[src/rtl/alarm_set_ctrl.sv]
// alarm_set_ctrl: alarm digit editing FSM with set-mode timeout and alarm ringer
module alarm_set_ctrl #(
  parameter int TIMEOUT_S = 10,
  parameter int RING_S    = 60
) (
  input  logic        sysclk,
  input  logic        rst,
  input  logic        tick_1hz,
  input  logic        key_mode,
  input  logic        key_up,
  input  logic        key_down,
  input  logic        key_clr,
  input  logic        key_en,
  input  logic [15:0] alarm_digits,
  input  logic [15:0] time_digits,
  input  logic        time_sec_zero,
  output logic [3:0]  alarm_add,
  output logic [3:0]  alarm_sub,
  output logic [3:0]  alarm_clear,
  output logic [3:0]  alarm_keep,
  output logic [19:0] alarm_reset,
  output logic        set_mode,
  output logic [3:0]  blink_sel,
  output logic        alarm_en,
  output logic        ring
);
  typedef enum logic [3:0] {
    IDLE, SET_HT, SET_HO, SET_MT, SET_MO, BUSY_HT, BUSY_HO, BUSY_MT, BUSY_MO
  } state_t;
  localparam int TW = $clog2(TIMEOUT_S + 1);
  localparam int RW = $clog2(RING_S + 1);
  localparam logic [19:0] RST_IDLE = {4{5'b00001}};
  state_t        state_q, state_d, mode_nxt, busy_st, set_st;
  logic [TW-1:0] tcnt_q, tcnt_d;
  logic [RW-1:0] rcnt_q, rcnt_d;
  logic          alarm_en_q, alarm_en_d, ring_q, ring_d, set_mode_q, set_mode_d;
  logic [3:0]    add_q, add_d, sub_q, sub_d, clear_q, clear_d, keep_q, keep_d;
  logic [3:0]    blink_q, blink_d, pre_d, dbit, cur, lim, ht_res;
  logic [19:0]   reset_q, reset_d;
  logic [1:0]    dig;
  logic          in_busy, any_key, do_cmd, c_clr, c_up, c_down, wrap_dn, fix_ho;
  logic          t_out, trig, stop;
  // digit index edited in a given state: 3 = hour tens ... 0 = min ones
  function automatic logic [1:0] dig_of(input state_t s);
    return (s == SET_HT || s == BUSY_HT) ? 2'd3 :
           (s == SET_HO || s == BUSY_HO) ? 2'd2 :
           (s == SET_MT || s == BUSY_MT) ? 2'd1 : 2'd0;
  endfunction
  // one-hot preset code selecting a digit maximum
  function automatic logic [4:0] preset_code(input logic [3:0] m);
    return m == 4'd9 ? 5'b00010 : m == 4'd5 ? 5'b00100 : m == 4'd3 ? 5'b01000 : 5'b10000;
  endfunction
  // next-state, command and ringer decode; a ringing alarm swallows every key
  always_comb begin
    in_busy  = state_q inside {BUSY_HT, BUSY_HO, BUSY_MT, BUSY_MO};
    dig      = dig_of(state_q);
    dbit     = 4'b0001 << dig;
    cur      = alarm_digits[4*dig +: 4];
    lim      = dig == 2'd0 ? 4'd9 : dig == 2'd1 ? 4'd5 : dig == 2'd3 ? 4'd2 :
               (alarm_digits[15:12] == 4'd2 ? 4'd3 : 4'd9);
    mode_nxt = state_q == IDLE ? SET_HT : dig == 2'd3 ? SET_HO : dig == 2'd2 ? SET_MT :
               dig == 2'd1 ? SET_MO : IDLE;
    busy_st  = dig == 2'd3 ? BUSY_HT : dig == 2'd2 ? BUSY_HO : dig == 2'd1 ? BUSY_MT : BUSY_MO;
    set_st   = dig == 2'd3 ? SET_HT : dig == 2'd2 ? SET_HO : dig == 2'd1 ? SET_MT : SET_MO;
    any_key  = key_mode | key_up | key_down | key_clr | key_en;
    do_cmd   = !ring_q && state_q inside {SET_HT, SET_HO, SET_MT, SET_MO} && !key_mode &&
               (key_clr | key_up | key_down);
    c_clr    = key_clr;
    c_up     = !key_clr && key_up;
    c_down   = !key_clr && !key_up && key_down;
    wrap_dn  = do_cmd && c_down && cur == 4'd0;
    ht_res   = c_clr ? 4'd0 : c_up ? (cur >= lim ? 4'd0 : cur + 4'd1) :
               (cur == 4'd0 ? lim : cur - 4'd1);
    fix_ho   = do_cmd && dig == 2'd3 && ht_res == 4'd2 && alarm_digits[11:8] > 4'd3;
    add_d    = (do_cmd && c_up && cur < lim) ? dbit : 4'b0;
    clear_d  = (do_cmd && (c_clr || (c_up && cur >= lim))) ? dbit : 4'b0;
    sub_d    = (do_cmd && c_down && cur != 4'd0) ? dbit : 4'b0;
    pre_d    = (wrap_dn ? dbit : 4'b0) | (fix_ho ? 4'b0100 : 4'b0);
    reset_d  = RST_IDLE;
    if (wrap_dn) reset_d[5*dig +: 5] = preset_code(lim);
    if (fix_ho) reset_d[14:10] = 5'b01000;
    keep_d   = ~(add_d | sub_d | clear_d | pre_d);
    t_out    = !ring_q && state_q != IDLE && !key_mode && !do_cmd && tick_1hz &&
               tcnt_q == TW'(TIMEOUT_S - 1);
    state_d  = ring_q ? state_q : key_mode ? mode_nxt : do_cmd ? busy_st : t_out ? IDLE :
               in_busy ? set_st : state_q;
    tcnt_d   = (state_q == IDLE || ring_q || key_mode || do_cmd || t_out) ? '0 :
               tcnt_q + TW'(tick_1hz);
    alarm_en_d = alarm_en_q ^ (!ring_q && state_q == IDLE && !key_mode && key_en);
    trig     = !ring_q && tick_1hz && alarm_en_q && state_q == IDLE && !key_mode &&
               time_sec_zero && time_digits == alarm_digits;
    stop     = any_key || !alarm_en_q || (tick_1hz && rcnt_q == RW'(RING_S - 1));
    ring_d   = ring_q ? !stop : trig;
    rcnt_d   = (ring_q && !stop) ? rcnt_q + RW'(tick_1hz) : '0;
    set_mode_d = state_d != IDLE;
    blink_d  = state_d == IDLE ? 4'b0 : 4'b0001 << dig_of(state_d);
  end
  // state, counters and all outputs are registered; commands are one-cycle pulses
  always_ff @(posedge sysclk) begin
    if (rst) begin
      state_q    <= IDLE;
      tcnt_q     <= '0;
      rcnt_q     <= '0;
      alarm_en_q <= 1'b0;
      ring_q     <= 1'b0;
      set_mode_q <= 1'b0;
      blink_q    <= 4'b0;
      add_q      <= 4'b0;
      sub_q      <= 4'b0;
      clear_q    <= 4'b0;
      keep_q     <= 4'hf;
      reset_q    <= RST_IDLE;
    end else begin
      state_q    <= state_d;
      tcnt_q     <= tcnt_d;
      rcnt_q     <= rcnt_d;
      alarm_en_q <= alarm_en_d;
      ring_q     <= ring_d;
      set_mode_q <= set_mode_d;
      blink_q    <= blink_d;
      add_q      <= add_d;
      sub_q      <= sub_d;
      clear_q    <= clear_d;
      keep_q     <= keep_d;
      reset_q    <= reset_d;
    end
  end
  assign alarm_add   = add_q;
  assign alarm_sub   = sub_q;
  assign alarm_clear = clear_q;
  assign alarm_keep  = keep_q;
  assign alarm_reset = reset_q;
  assign set_mode    = set_mode_q;
  assign blink_sel   = blink_q;
  assign alarm_en    = alarm_en_q;
  assign ring        = ring_q;
endmodule

[config.mk]
export PLATFORM = sky130hd
export DESIGN_NAME = alarm_set_ctrl
export DESIGN_NICKNAME = d
export VERILOG_FILES = /design/src/rtl/alarm_set_ctrl.sv
export SDC_FILE = /design/constraint.sdc
export NUM_CORES = 1
export LEC_CHECK = 0
export BUFFER_PORTS_ARGS = -buffer_cell sky130_fd_sc_hd__buf_2
export CAP_MARGIN = 20
export CORE_MARGIN = 3
export CORE_UTILIZATION = 25
export DETAILED_ROUTE_END_ITERATION = 10
export PLACE_DENSITY = 0.51
export SYNTH_ARGS = -nofsm -noshare
export SYNTH_HDL_FRONTEND = slang
export SYNTH_SLANG_ARGS = --single-unit
[constraint.sdc]
create_clock -name sysclk -period 4.35 [get_ports sysclk]
set_clock_uncertainty 0.2 [all_clocks]
set_input_delay 0.6525 -clock sysclk [delete_from_list [all_inputs] [get_ports sysclk]]
set_output_delay 0.6525 -clock sysclk [all_outputs]
set_load 0.02 [all_outputs]
## Word-level counts from Yosys, hierarchy flattened

Cells that the tools add are included.

- $add $sub $neg: 5
- Multiply operators: 1
- Magnitude comparators: 3
- Equality and inequality tests: 25
- Shift-type cells: 5
- Mux-type cells: 40
- Bitwise operators: 17
- Reductions and logical operators: 66

Operators with widths:

| cell | count |
|---|---|
| 4-bit two-way mux | 21 |
| 5-bit negator with 34-bit output | 1 |
| 5-bit by 34-bit variable shift with 20-bit output, first input constant | 1 |
| 5-bit by 34-bit indexed part select with 20-bit output | 1 |
| 4-bit by 3-bit equality test with 1-bit output, second input constant | 8 |
| 1-bit logical AND | 32 |
| 4-bit by 2-bit equality test with 1-bit output, second input constant | 7 |
| 3-bit two-way mux | 8 |
| 4-bit nonzero test | 5 |
| 16-bit bitwise AND | 1 |
| 16-bit equality test | 1 |
| 4-bit bitwise OR | 4 |
| 16-bit by 5-bit indexed part select with 4-bit output | 1 |
| 5-bit two-way mux | 3 |
| 14-bit two-way mux | 1 |
| 1-bit logical OR | 13 |
| 4-bit equality test, second input constant | 3 |
| 4-bit logical NOT | 3 |
| 4-bit by 1-bit equality test with 1-bit output, second input constant | 2 |
| 2-bit two-way mux | 4 |
| 4-bit NOT | 2 |
| 2-bit OR reduction | 4 |
| 1-bit by 2-bit << shifter with 4-bit output, first input constant | 2 |
| 1-bit logical NOT | 7 |
| other kinds (18) | 27 |

- Bits in registers: 57
- Input bits: 41
- Logic and storage cells: 176

## Depth between registers and ports, before layout

- Depth in word-level cells: 20
- Mapped depth: 13
- Mapped depth without buffers: 12

## Worst setup path before layout

Ideal clock, no wire load.

- Path kind: input -> register
- Start point: input alarm_digits[13]
- End point: register reset_q[13], in the netlist alarm_reset[13]
- Library setup time: 0.058 ns
- Data arrival time: 2.952 ns
- Required time: 4.092 ns
- Setup slack: 1.140 ns
- Stages on the path: 10
- Buffers on the path: 0
- Cell sequence: inv_1 o41a_1 a211o_1 ha_1 and3_1 a221o_1 nor4_2 nand4_1 a2111oi_4 or3b_1

- Cells in the longest elaborated chain, start to end: 13
- Elaborated cells between the ends (all ways): 28
- Classes of those cells: 2 x add/sub; 1 x order compare; 5 x eq/ne; 2 x shift; 13 x mux; 1 x bitwise; 4 x reduce/logical

RTL lines:

| item | line | RTL |
|---|---|---|
| from (decl) | 14 | `input logic [15:0] alarm_digits,` |
| 4-bit by 2-bit equality test with 1-bit output | 60 | `(alarm_digits[15:12] == 4'd2 ? 4'd3 : 4'd9);` |
| 4-bit two-way mux | 60 |  |
| 4-bit two-way mux (3 in series) | 59 | `lim = dig == 2'd0 ? 4'd9 : dig == 2'd1 ? 4'd5 : dig == 2'd3 ? 4'd2 :` |
| 4-bit by 2-bit equality test with 1-bit output or 4-bit >= comparator (tied branches) | 51, 72 |  |
| 5-bit two-way mux or 4-bit two-way mux (tied branches) (3 in series) | 51, 72 |  |
| 5-bit by 34-bit indexed part select with 20-bit output or 4-bit by 2-bit equality test with 1-bit output (tied branches) | 80, 74 |  |
| 16-bit bitwise AND (no line) or 1-bit logical AND (tied branches) | n/a |  |
| 14-bit two-way mux or 1-bit logical AND (tied branches) | 80, 74 |  |
| 4-bit two-way mux * | 81 | `if (fix_ho) reset_d[14:10] = 5'b01000;` |
| to (signal assigned) | 125 | `reset_q <= reset_d;` |
| to (decl) | 39 | `logic [19:0] reset_q, reset_d;` |

Mark *: on every way between the ends. The rest lies on a longest branch, timed or not.
A chain may end at the register's enable or synchronous reset.

## Worst setup path in the final report

- Start point: register state_q[0]
- End point: register reset_q[13], in the netlist alarm_reset[13]

- Cells in the longest elaborated chain, start to end: 17
- Elaborated cells between the ends (all ways): 51
- Classes of those cells: 3 x add/sub; 1 x mul; 1 x order compare; 13 x eq/ne; 3 x shift; 15 x mux; 1 x bitwise; 14 x reduce/logical

RTL lines:

| item | line | RTL |
|---|---|---|
| from (decl) | 33 | `state_t state_q, state_d, mode_nxt, busy_st, set_st;` |
| from (signal assigned) | 114 | `state_q <= state_d;` |
| parallel branches: the longest is 16 deep, another holds 5-bit negator with 34-bit output | n/a |  |
| 4-bit two-way mux * | 81 |  |

Every way passes the cells marked *.

==> summary.txt <==
========================================================================================
Number of antenna violations at the first check in global routing .........            0
H-tree Lvls ...............................................................            3
Sink Count ................................................................           57
Setup TNS .................................................................         0 ps
Multi-input gate area .....................................................     1690 um2
Total Wirelength ..........................................................      8140 um
Total CTS buffers .........................................................            9
Pin count of the biggest net entering global routing ......................           20
CTS Hold Bufs .............................................................            0
Residual antenna-violating net count after detailed routing ...............            0
Number of search-and-repair iterations in the first detailed-routing pass .            4
Kind of start point of the critical path ..................................    flip-flop
Layout area overhead ......................................................        29.1%
Port Buffers ..............................................................           83
FFs w/ async S/R, synth ...................................................           0%
Number of storage elements in the synthesis netlist .......................           57
Count of unique library cells instantiated by Yosys .......................           68
Largest stage delay on the critical path ..................................       710 ps
Number of synthesized flops with an enable pin ............................            0
Leakage power summed over all cells .......................................      1.64 nW
Clock Pin Slew Worst Setup and Hold Paths .................................        50 ps
Starting utilization of the core area .....................................        25.8%
Netlist Area Pre-Place ....................................................     2980 um2
Maximum count of clock buffers along a single path ........................            2
Final-report hold violation count .........................................            0
Area taken by flip-flops and latches ......................................     1140 um2
Worst R2R Setup Slack .....................................................       590 ps
Total gr overflow .........................................................            0
Sum of buffers and inverters on the critical path .........................            2
Wire length of the first global-routing pass ..............................    12,800 um
Number of setup violations in the final report ............................            0
Category of the critical setup timing path ................................ flip-flop to flip-flop
Post-route clock period utilization .......................................        86.5%
Clock period minus worst slack ............................................      3760 ps
Synth Warn # ..............................................................            0
Number of max-slew violations in the final report .........................            0
Final total power .........................................................      1.65 mW
Cell-by-cell trace of the critical path ................................... nand2b_1, inv_2, ha_1, inv_1, ha_1, a21o_1, a221o_1, nor4_2, nand4_1, a2111oi_4, or3b_1
Fraction of layout instances using a drive strength above 1 ...............        28.5%
CTS tree ..................................................................         done
Power per cell area .......................................................   431 nW/um2
Flip-flop cell with the highest count after synthesis ..................... sky130_fd_sc_hd__dfxtp_1
Post-synthesis area per instance ..........................................     9.07 um2
Cell row count ............................................................           39
Worst slew margin .........................................................        53.5%
DP Wirelength .............................................................      6450 um
Type of destination of the critical path ..................................    flip-flop
FILL cells ................................................................        1,214
Maxcap violations .........................................................            0
Measured slew at the worst slew-check pin .................................       697 ps
DR vias ...................................................................        2,680
Cell chosen for the clock root ............................................ sky130_fd_sc_hd__clkbuf_16
Number of diodes added for antenna fixing .................................            0
Clock network latency to the later pin of the worst-skew pair .............       320 ps
Critical path fanouts, max ................................................           19
Average wire length per cell after detail routing .........................      14.4 um
Most used cell along the critical path .................................... sky130_fd_sc_hd__ha_1
Post-layout net count .....................................................          473
Worst vdd rail ir drop ....................................................       191 uV
Die X .....................................................................       115 um
Slowest cell on the critical path ......................................... sky130_fd_sc_hd__dfxtp_1
Post-DR vias/cell .........................................................         4.75
Initial detailed-routing violation count ..................................          148
Worst EP arrival ..........................................................      3830 ps
Top-Level Pins ............................................................           84
DRC Markers ...............................................................            0
Die outline height ........................................................       115 um
Setup repair bufs after CTS ...............................................            0
Max Clk Rate ..............................................................      266 MHz
Final weighted congestion in routability-driven placement .................        0.887
CP Data Required Time .....................................................      4410 ps
Type of the worst min-delay path .......................................... flip-flop to flip-flop
Die area ..................................................................   13,200 um2
Global Route Usage Sum ....................................................        12.3%
Kind of cell adding the most delay to the critical path ................... simple AND/OR/NAND/NOR gates
Quantity of gates resized following cts ...................................            0
Synthesized netlist cell count ............................................          328
Placeable core region .....................................................   11,500 um2
Setup repair after global routing missed its margin .......................        false
Vias in the first global route ............................................        2,558
Sequential-to-total area share from yosys stat ............................        38.4%
Status ....................................................................    completed
========================================================================================
final cells by class:
cell class              instances  share of cell area, %
repair buffers                 84                   11.0
flip-flops and latches         57                   29.7
clock inverters                 5                   2.05
well taps                     143                   4.66
inverters                      23                   2.25
multi-input cells             241                   44.0
clock buffers                  11                   6.32
worst register-to-register path, cell delays in order, from the launching register on:
cell and delay [ps]:
sky130_fd_sc_hd__dfxtp_1 710, sky130_fd_sc_hd__nand2b_1 400, sky130_fd_sc_hd__inv_2 230, sky130_fd_sc_hd__ha_1 290, sky130_fd_sc_hd__inv_1 100, sky130_fd_sc_hd__ha_1 340
sky130_fd_sc_hd__a21o_1 190, sky130_fd_sc_hd__a221o_1 380, sky130_fd_sc_hd__nor4_2 220, sky130_fd_sc_hd__nand4_1 170, sky130_fd_sc_hd__a2111oi_4 340, sky130_fd_sc_hd__or3b_1 160
registers in the layout, indices dropped and copies added (netlist names):
signal and flops:
alarm_sub 4, alarm_add 4, alarm_en 1, set_mode 1
blink_sel 4, ring 1, tcnt_q 4, alarm_reset 20
rcnt_q 6, alarm_keep 4, alarm_clear 4, state_q 4
final timing paths:
path	start	to	cells after the start
setup / recovery	state_q[0]	alarm_reset[13]	11
hold / removal	rcnt_q[5]	rcnt_q[5]	2
setup reg to reg	state_q[0]	alarm_reset[13]	11
hold reg to reg	rcnt_q[5]	rcnt_q[5]	2
layer usage:
metal	track usage, %	vias up	part of all wire (%)	wire [um]
met5	0	-	0	0
met4	3.60	0	1.1	88
met3	3.89	10	8.7	705
met2	19.4	112	45	3630
met1	16.2	1231	46	3720
li1	-	1327	-	-
layout by cell type, fill, tap and decap left out, drive strengths merged, types with 4 or more instances in the layout:
master  count
conb        7
nor2b       4
nor2       42
and3        4
ha         16
nand3      12
inv        23
dfxtp      57
a21oi       8
or3         5
xor2       16
o21ai       9
nand4       6
buf        84
clkbuf     11
nor4       10
nor3        9
and2        4
xnor2       7
nand2b     10
nand2      17
synth_stat cells (all sizes together) (4+ instances only):
cell,number,area [um2]
and3,4,25.0
nor2b,4,25.0
nand2b,10,62.6
nor4,10,68.8
xor2,16,140
nor3,9,56.3
xnor2,7,61.3
nand3,12,60.1
nand2,17,63.8
o21ai,9,45.0
a21oi,8,40.0
and2,4,25.0
dfxtp,57,1140
inv,23,86.3
clkbuf,4,15.0
or3,5,36.3
ha,16,200
nor2,42,158
buf,9,65.1
nand4,6,37.5
through the flow:
stage	hold slack, ps	cells	instance area (um2)	setup slack, ps	utilization (%)
floorplan	272	334	3000	1140	-
global placement	296	548	3520	730	30.6
detailed placement	315	548	3520	593	30.6
CTS	329	564	3840	582	33.4
global route	359	564	3840	287	33.4
finish	321	564	3840	586	33.4
report_power, final:
group	switching [mW]	internal (mW)	leakage (nW)
Combinational	0.216	0.135	1.01
Sequential	0.0145	0.540	0.464
Clock	0.234	0.515	0.159
kinds of logic (layout without fill, tap and decap cells):
group | Yosys count | in the layout | synth area share (%)
buf+inv | 36 | 123 | 5.59
xor+xnor | 23 | 23 | 6.77
simple gates | 138 | 138 | 25.9
flops | 57 | 57 | 38.4
compound gates | 53 | 53 | 15.1
fa+ha+maj | 17 | 17 | 7.11
mux | 3 | 3 | 1.01
other cells | 1 | 7 | 0.126
No activity file was read; power rests on OpenSTA's default activity.
